<file path="src/rtl/rv_gen_pkg.sv">
`default_nettype none
// ---------------------------------------------------------------------------
// rv_gen_pkg : shared opcodes, enums and LFSR step for the instruction generator
// Revision   : 1.0
// ---------------------------------------------------------------------------
package rv_gen_pkg;

    localparam logic [6:0]  c_op_r      = 7'b0110011;
    localparam logic [6:0]  c_op_i      = 7'b0010011;
    localparam logic [6:0]  c_op_load   = 7'b0000011;
    localparam logic [31:0] c_nop       = 32'h00000013;
    localparam logic [31:0] c_lfsr_taps = 32'h80200003;

    typedef enum logic [1:0] {
        MODE_R    = 2'd0,
        MODE_I    = 2'd1,
        MODE_LOAD = 2'd2,
        MODE_MIX  = 2'd3
    } mode_e;

    typedef enum logic [1:0] {
        ST_IDLE   = 2'd0,
        ST_WARMUP = 2'd1,
        ST_RUN    = 2'd2,
        ST_DONE   = 2'd3
    } state_e;

    // Right-shifting Galois step; the shifted-out bit folds the taps back in.
    function automatic logic [31:0] lfsr_step(input logic [31:0] s);
        return {1'b0, s[31:1]} ^ (s[0] ? c_lfsr_taps : 32'd0);
    endfunction

endpackage
`default_nettype wire

</file>
<file path="src/rtl/rv_lfsr32.sv">
`default_nettype none
// ---------------------------------------------------------------------------
// rv_lfsr32 : 32-bit Galois LFSR with seed load; zero seeds fall back to SEED
// Revision  : 1.0
// ---------------------------------------------------------------------------
module rv_lfsr32
    import rv_gen_pkg::*;
#(
    parameter logic [31:0] SEED = 32'd737
) (
    input  logic        clk,
    input  logic        reset_n,
    input  logic        load,
    input  logic [31:0] load_value,
    input  logic        advance,
    output logic [31:0] state
);

    always_ff @(posedge clk) begin
        if (!reset_n) begin
            state <= SEED;
        end else if (load) begin
            state <= (load_value == 32'd0) ? SEED : load_value;
        end else if (advance) begin
            state <= lfsr_step(state);
        end
    end

endmodule
`default_nettype wire

</file>
<file path="src/rtl/rv_instr_gen.sv">
`default_nettype none
// ---------------------------------------------------------------------------
// rv_instr_gen : streams NOP warm-up then LFSR-driven RV32I words over valid/ready
// Revision     : 1.0
// ---------------------------------------------------------------------------
module rv_instr_gen
    import rv_gen_pkg::*;
#(
    parameter logic [31:0] SEED      = 32'd737,
    parameter int          NUM_INSTR = 100,
    parameter int          WARMUP    = 2
) (
    input  logic        clk,
    input  logic        reset_n,
    input  logic        en,
    input  logic [1:0]  mode,
    input  logic        seed_load,
    input  logic [31:0] seed,
    output logic        instr_valid,
    input  logic        instr_ready,
    output logic [31:0] instr,
    output logic [15:0] issued,
    output logic        done
);

    localparam logic [15:0] c_warmup_last = 16'(WARMUP - 1);
    localparam logic [15:0] c_run_last    = 16'(NUM_INSTR - 1);

    state_e      r_state;
    mode_e       r_mode;
    logic [15:0] r_cnt;
    logic [31:0] w_lfsr;
    logic        w_xfer;
    logic        w_advance;
    logic        w_seed_load;

    assign w_xfer      = instr_valid && instr_ready;
    assign w_advance   = (r_state == ST_RUN) && w_xfer;
    assign w_seed_load = (r_state == ST_IDLE) && seed_load;

    rv_lfsr32 #(
        .SEED(SEED)
    ) u_lfsr (
        .clk       (clk),
        .reset_n   (reset_n),
        .load      (w_seed_load),
        .load_value(seed),
        .advance   (w_advance),
        .state     (w_lfsr)
    );

    function automatic logic [31:0] encode(input logic [31:0] s, input mode_e m);
        logic [4:0]  rd;
        logic [4:0]  rs1;
        logic [4:0]  rs2;
        logic [2:0]  f3;
        logic [11:0] imm;
        logic [6:0]  f7;
        logic [31:0] word;
        mode_e       cls;
        rd   = s[4:0];
        rs1  = s[9:5];
        rs2  = s[14:10];
        f3   = s[17:15];
        imm  = s[29:18];
        cls  = m;
        if (m == MODE_MIX) begin
            cls = (s[31:30] == 2'd2) ? MODE_I :
                  (s[31:30] == 2'd3) ? MODE_LOAD : MODE_R;
        end
        case (cls)
            MODE_I: begin
                // Shift immediates only carry shamt, plus bit 10 for SRAI.
                if (f3 == 3'd1) imm = imm & 12'h01F;
                if (f3 == 3'd5) imm = imm & 12'h41F;
                word = {imm, rs1, f3, rd, c_op_i};
            end
            MODE_LOAD: begin
                word = {imm, rs1, f3 & 3'b100, rd, c_op_load};
            end
            default: begin
                f7   = (s[29] && (f3 == 3'd0 || f3 == 3'd5)) ? 7'b0100000 : 7'b0000000;
                word = {f7, rs2, rs1, f3, rd, c_op_r};
            end
        endcase
        return word;
    endfunction

    always_ff @(posedge clk) begin
        if (!reset_n) begin
            r_state     <= ST_IDLE;
            r_mode      <= MODE_R;
            r_cnt       <= 16'd0;
            issued      <= 16'd0;
            done        <= 1'b0;
            instr_valid <= 1'b0;
            instr       <= c_nop;
        end else begin
            case (r_state)
                ST_IDLE: begin
                    if (en) begin
                        r_mode      <= mode_e'(mode);
                        r_cnt       <= 16'd0;
                        issued      <= 16'd0;
                        instr_valid <= 1'b1;
                        if (WARMUP == 0) begin
                            r_state <= ST_RUN;
                            instr   <= encode(w_lfsr, mode_e'(mode));
                        end else begin
                            r_state <= ST_WARMUP;
                            instr   <= c_nop;
                        end
                    end
                end
                ST_WARMUP: begin
                    if (w_xfer) begin
                        if (r_cnt == c_warmup_last) begin
                            r_state <= ST_RUN;
                            r_cnt   <= 16'd0;
                            instr   <= encode(w_lfsr, r_mode);
                        end else begin
                            r_cnt <= r_cnt + 16'd1;
                        end
                    end
                end
                ST_RUN: begin
                    if (w_xfer) begin
                        if (issued != 16'hFFFF) issued <= issued + 16'd1;
                        if (r_cnt == c_run_last) begin
                            r_state     <= ST_DONE;
                            instr_valid <= 1'b0;
                            done        <= 1'b1;
                            instr       <= c_nop;
                        end else begin
                            // Word for the state the LFSR steps to on this same edge.
                            r_cnt <= r_cnt + 16'd1;
                            instr <= encode(lfsr_step(w_lfsr), r_mode);
                        end
                    end
                end
                ST_DONE: begin
                    if (!en) begin
                        r_state <= ST_IDLE;
                        done    <= 1'b0;
                    end
                end
                default: r_state <= ST_IDLE;
            endcase
        end
    end

endmodule
`default_nettype wire

</file>
<file path="config.mk">
export PLATFORM = sky130hd
export DESIGN_NAME = rv_instr_gen
export DESIGN_NICKNAME = d
export VERILOG_FILES = /design/src/rtl/rv_gen_pkg.sv /design/src/rtl/rv_lfsr32.sv /design/src/rtl/rv_instr_gen.sv
export SDC_FILE = /design/constraint.sdc
export NUM_CORES = 1
export LEC_CHECK = 0
export ABC_CLOCK_PERIOD_IN_PS = 3950
export CAP_MARGIN = 30
export CORE_MARGIN = 8
export CORE_UTILIZATION = 58
export DETAILED_ROUTE_END_ITERATION = 6
export PLACE_DENSITY_LB_ADDON = 0.3
export SYNTH_ARGS = -nofsm -noshare
export SYNTH_HDL_FRONTEND = slang
export SYNTH_SLANG_ARGS = --single-unit
</file>
<file path="constraint.sdc">
create_clock -name clk -period 3.95 [get_ports clk]
set_input_delay 0.395 -clock clk [delete_from_list [all_inputs] [get_ports clk]]
set_output_delay 0.395 -clock clk [all_outputs]
set_load 0.1 [all_outputs]
</file>
==> results.py, run 1 <==
metrics = {
    "logic_synthesis": {
        "synthDistinctLibCells": 69,
        "synthesis.yosys.warnings": 0,
        "ys_async_sr_fraction_pct": 0,
        "synth_largest_area_cell": "dfxtp_1",
        "synthTopCellsByCount": "nand2_1, dfxtp_1, nor2_1",
        "seq_area_frac_synth_pct": 36.9,
        "yosysTopAreaCellShare_pct": 36.9,
        "synth.most_common_cell": "nand2_1",
        "synth_flop_cell": "dfxtp_1",
        "syn_area_sq_mm": 0.00526,
        "ys_top_cells_by_area": "dfxtp_1, nand2_1, nor2_1",
        "avgSynthCellArea_sq_um": 8.12,
        "synthCells": 648,
        "ys_ff_latch": 97,
        "synth_edf_count": 0,
    },
    "route": {
        "routed_wl_um": 14200,
        "first_pass_iters": 5,
        "drcViolationCount": 0,
        "routed_via_density": 6.25,
        "dr_total_vias": 5108,
        "antenna_left": 0,
        "post_drt_wl_per_cell_um": 17.4,
        "drt_iter0_markers": 491,
    },
    "critical_path": {
        "crit_type": "register to register",
        "start_kind": "register",
        "reg2reg_slack_ns": 1.09,
        "worstPathMaxFanout": 23,
        "endpoint_kind": "register",
        "endpoint": "r_cnt[11]",
        "r2r_cells": 7,
        "arrival_ns": 3.16,
        "crit_slowest_cell": "or4b_2",
        "critical_path.max_stage_delay_ns": 0.66,
        "critical_path_required_ns": 4.25,
        "crit_family": "simple AND/OR/NAND/NOR gates",
        "crit_cells": 7,
        "crit_start": "r_state[0]",
        "reg2reg_from": "r_state[0]",
        "worstPathCellList": "inv_1 > ha_1 > a2bb2oi_1 > nor3_2 > nand4_1 > or4b_2 > a21oi_1",
        "path_buf_inv": 1,
        "rr_endpoint": "r_cnt[11]",
    },
    "pwr": {
        "p_leak_nw": 2.05,
        "p_total_mw": 3.23,
        "ir_drop_v": 0.000333,
        "power.density_mw_per_mm2": 515,
    },
    "floorplan": {
        "io_pins": 89,
        "dieHeight_um": 111,
        "die_area_sq_mm": 0.0124,
        "start_util_pct": 60.1,
        "rows": 34,
        "core-area_sq_mm": 0.00876,
        "dieWidth_um": 111,
    },
    "sta": {
        "hold_viol": 0,
        "fin_crit_sh_pct": 72.3,
        "period_minus_slack_ns": 2.86,
        "fin_setup_tns_ns": 0,
        "slew_headroom_pct": 33.0,
        "worstMarginPinSlew_ns": 1.00,
        "finalClockSkew_ns": 0.0107,
        "finalSetupViolations": 0,
        "slew_viol_final": 0,
        "holdWs_ns": 0.470,
        "fmax_ghz": 0.350,
        "rsz0062_at_grt": "false",
    },
    "finish": {
        "nFillCells": 690,
        "drive_above_1_share_pct": 6.49,
        "syn_to_final_growth_pct": 19.1,
        "finalNetCount": 756,
        "antenna_cells": 0,
        "final_util_pct": 71.5,
    },
    "placement": {
        "place_congestion": 0.868,
        "dp_hpwl_um": 10400,
        "portBuffers": 83,
    },
    "grt": {
        "track_usage_pct": 22.3,
        "antenna_found_initial": 0,
        "grt_pass1_wl_um": 23700,
        "overflow": 0,
        "grt_pass1_vias": 4887,
        "grt_max_degree": 33,
    },
    "hold_path": {
        "hp-class": "register to register",
    },
    "clock_network": {
        "cts_num_sinks": 97,
        "clock_latency_ns": 0.37,
        "cts_setup_buffers": 0,
        "cts_tree": "done",
        "cts_buffer_depth": 2,
        "cts_buffers": 9,
        "root_buffer": "clkbuf_8",
        "cts-hold-fix-buffers": 0,
        "post_cts_resize_count": 0,
        "clk_pin_slew_ns": 0.10,
        "cts_max_level": 3,
    },
    "outcome": {
        "status": "completed",
    },
    "flow_run": {
        "cap_violations": 0,
    },
}
## cells by family after synthesis
| kind of cell | Yosys count | synth area share (%) |
|---|---|---|
| XOR/XNOR | 27 | 4.49 |
| other | 2 | 0.143 |
| buffers and inverters | 66 | 5.47 |
| AND/OR/NAND/NOR | 274 | 25.6 |
| flip-flops | 97 | 36.9 |
| AO/OA/AOI/OAI | 165 | 23.5 |
| adder cells (fa/ha/maj) | 13 | 3.09 |
| multiplexers | 4 | 0.785 |
## final cells by class
type,count,area (sq um),share of cell area (%)
clock buffer,9,124,1.98
tap,108,135,2.16
multi-input combinational,488,3050,48.7
timing repair buffer,88,868,13.9
inverter,20,75.1,1.20
clock inverter,7,71.3,1.14
sequential,97,1940,31.0
## power by group
group | total, mW | switching [mW] | internal [mW]
clock network | 0.646 | 0.398 | 0.248
logic | 1.32 | 0.893 | 0.428
registers | 1.26 | 0.156 | 1.10
total | 3.23 | 1.45 | 1.78
## placed cells by master, fill, tap and decap left out, drive strengths merged, types with 15 or more instances in the layout
cell	count
a21oi	19
inv	24
o21ai	38
o2bb2ai	19
nand3	19
a311oi	24
a22oi	15
nor2	58
nand2	118
clkdlybuf4s50	83
xnor2	22
dfxtp	97
## metrics by stage
| step | setup slack, ns | cells | area, sq um |
|---|---|---|---|
| finish | 1.09 | 817 | 6270 |
| global route | 0.821 | 817 | 6270 |
| CTS | 1.13 | 817 | 6270 |
| detailed placement | 1.18 | 801 | 6070 |
| global placement | 1.34 | 801 | 6070 |
| floorplan | 1.23 | 651 | 5270 |
## registers in the layout (all words and copies together) (netlist names)
register and flops:
u_lfsr.state 32, instr 27, issued 16, r_cnt 16, r_mode 2, r_state 2
done 1, instr_valid 1
## worst min path at each step
stage | slack, ns | from | endpoint | cells past startpoint
floorplan | 0.46 | r_cnt[12] | r_cnt[12] | 2
global placement | 0.45 | instr[31] | instr[31] | 2
detailed placement | 0.45 | instr[21] | instr[21] | 1
CTS | 0.47 | instr[27] | instr[27] | 2
global route | 0.49 | instr[27] | instr[27] | 2
finish | 0.47 | instr[27] | instr[27] | 2
## metal layers
layer  wire length [um]  GRT usage (%)  vias to the layer above
li1                   -              -                     2448
met5                  0              0                        -
met2               6890           37.4                      215
met3                930           4.11                       24
met4                304           8.80                        0
met1               6090           27.4                     2421
## worst reg2reg max path, cell delays in order, from the launching register on
cell       delay [ns]
dfxtp_1          0.39
inv_1            0.08
ha_1             0.48
a2bb2oi_1        0.28
nor3_2           0.50
nand4_1          0.24
or4b_2           0.66
a21oi_1          0.16
No activity file was read; power rests on OpenSTA's default activity.
==> run 2, diff against run 1 <==
--- a/config.mk
+++ b/config.mk
@@ -5,10 +5,10 @@
 export SDC_FILE = /design/constraint.sdc
 export NUM_CORES = 1
 export LEC_CHECK = 0
-export ABC_CLOCK_PERIOD_IN_PS = 3950
+export ABC_CLOCK_PERIOD_IN_PS = 2500
 export CAP_MARGIN = 30
 export CORE_MARGIN = 8
-export CORE_UTILIZATION = 58
+export CORE_UTILIZATION = 48
 export DETAILED_ROUTE_END_ITERATION = 6
 export PLACE_DENSITY_LB_ADDON = 0.3
 export SYNTH_ARGS = -nofsm -noshare
==> constraint.sdc (replaced) <==
create_clock -name clk -period 2.5 [get_ports clk]
set_input_delay 0.25 -clock clk [delete_from_list [all_inputs] [get_ports clk]]
set_output_delay 0.25 -clock clk [all_outputs]
set_load 0.1 [all_outputs]
==> run 2 against run 1 <==
Combinational power rose by 64%. Non-clock buffer count is 14 higher. Cell area rose by 0.36%. Sequential share of layout area increased by 0.15 points. Hold slack worse by 0.0076 ns. Setup slack worse by 0.96 ns. First-iteration DRC count grew 7.1%. Via count decreased by 0.57%. Count of clock-buffer cells in the layout is 1 higher. Clock power increased by 45%. Largest cell class unchanged. Die area up 18%. Critical path type unchanged.
==> results.py, run 2 (synthesis gave the netlist of run 1 again) <==
metrics = {
    "finish": {
        "layout_commonest_cell": "nand2_1",
        "largest_register_ffs": 32,
        "antenna_cells": 0,
        "top_regs": "u_lfsr.state (32), instr (27)",
        "syn_to_final_growth_pct": 19.5,
        "finalNetCount": 770,
        "regMostFlops": "u_lfsr.state",
        "layout_common_cells": "nand2_1, dfxtp_1, buf_4",
        "drive_above_1_share_pct": 16.1,
        "final_util_pct": 58.3,
    },
    "sta": {
        "period_minus_slack_ns": 2.37,
        "holdWs_ns": 0.463,
        "finalSetupViolations": 0,
        "fmax_ghz": 0.423,
        "hold_viol": 0,
        "worstMarginPinSlew_ns": 0.572,
        "rsz0062_at_grt": "false",
        "slew_viol_final": 0,
        "fin_setup_tns_ns": 0,
        "slew_headroom_pct": 60.9,
        "fin_crit_sh_pct": 94.6,
        "finalClockSkew_ns": 0.0190,
    },
    "pwr": {
        "clock_power_share_pct": 18.4,
        "combPwrFrac_pct": 42.4,
        "switchingPower_mw": 2.25,
        "internal_power_mw": 2.84,
        "swShare_pct": 44.3,
        "p_total_mw": 5.09,
        "ir_drop_v": 0.000578,
        "power.density_mw_per_mm2": 809,
        "p_leak_nw": 2.20,
        "seqPwrFrac_pct": 39.3,
    },
    "route": {
        "dr_total_vias": 5079,
        "post_drt_wl_per_cell_um": 16.8,
        "routed_via_density": 5.89,
        "drt_iter0_markers": 526,
        "antenna_left": 0,
        "first_pass_iters": 5,
        "routed_wl_um": 14500,
        "drcViolationCount": 0,
    },
    "placement": {
        "place_congestion": 0.912,
        "dp_hpwl_um": 10700,
        "portBuffers": 83,
    },
    "critical_path": {
        "start_kind": "register",
        "r2r_cells": 7,
        "worstPathMaxFanout": 8,
        "crit_type": "register to register",
        "endpoint_kind": "register",
        "arrival_ns": 2.67,
        "critical_path_required_ns": 2.81,
    },
    "outcome": {
        "status": "completed",
    },
    "floorplan": {
        "io_pins": 89,
        "die_area_sq_mm": 0.0146,
        "core-area_sq_mm": 0.0108,
        "rows": 38,
        "start_util_pct": 48.8,
        "dieHeight_um": 121,
        "dieWidth_um": 121,
    },
    "clock_network": {
        "cts_setup_buffers": 0,
        "cts_max_level": 3,
        "cts_tree": "done",
        "cts-hold-fix-buffers": 0,
        "post_cts_resize_count": 0,
        "cts_num_sinks": 97,
        "clk_pin_slew_ns": 0.10,
        "cts_buffer_depth": 2,
        "cts_buffers": 9,
        "clock_latency_ns": 0.37,
        "root_buffer": "clkbuf_8",
    },
    "grt": {
        "grt_max_degree": 56,
        "track_usage_pct": 19.4,
        "grt_pass1_wl_um": 23500,
        "overflow": 0,
        "grt_pass1_vias": 4825,
        "antenna_found_initial": 0,
    },
    "hold_path": {
        "hp-class": "register to register",
        "min_path_cells": 2,
    },
    "flow_run": {
        "cap_violations": 0,
    },
}
## run 2: changes by cell type in the layout (fill, tap and decap cells not counted), sizes merged
cell / previous run / this run
buf: 5 / 64
clkdlybuf4s50: 83 / 38
inv: 24 / 21
clkbuf: 9 / 10
clkinv: 1 / 2
## run 2: metrics by stage
stage	cells	instance area (sq um)	worst slack [ns]
after floorplan	651	5290	0.0625
after global placement	847	6120	0.238
after detailed placement	847	6120	0.170
after CTS	862	6290	0.167
after global routing	862	6290	0.0549
final	862	6290	0.135
## run 2: worst max-delay path, cell delays in order (launching register included)
cell	delay (ns)
dfxtp_1	0.40
inv_1	0.08
ha_1	0.21
a2bb2oi_1	0.17
or3_1	0.50
a211o_2	0.35
or4_1	0.42
a21oi_1	0.17
## run 2: worst paths after layout
check / slack (ns) / endpoint / startpoint
setup reg to reg: 0.13 / r_cnt[14] / r_state[0]
setup / recovery: 0.13 / r_cnt[14] / r_state[0]
hold reg to reg: 0.46 / instr[31] / instr[31]
hold / removal: 0.46 / instr[31] / instr[31]
## run 2: final cells by class
type,instances,area (sq um)
clock inverter,5,41.3
multi-input combinational,488,3050
sequential,97,1960
timing repair buffer,102,861
fill,1005,4500
tap,140,175
inverter,20,75.1
clock buffer,10,128
## run 2: power groups by stage
stage	combinational (mW)	clock (mW)	sequential, mW
CTS	2.14	0.957	1.99
finish	2.16	0.934	2.00
floorplan	1.43	0	2.17
global route	2.34	1.01	2.02
global placement	2.09	0	2.01
detailed placement	2.13	0	2.02
## run 2: routing by layer
| metal | share of wire (%) | track usage, % | up-vias |
|---|---|---|---|
| li1 | - | - | 2464 |
| met1 | 45 | 25.8 | 2387 |
| met2 | 46 | 30.6 | 203 |
| met3 | 6.7 | 4.01 | 25 |
| met4 | 1.4 | 6.48 | 0 |
| met5 | 0 | 0 | - |
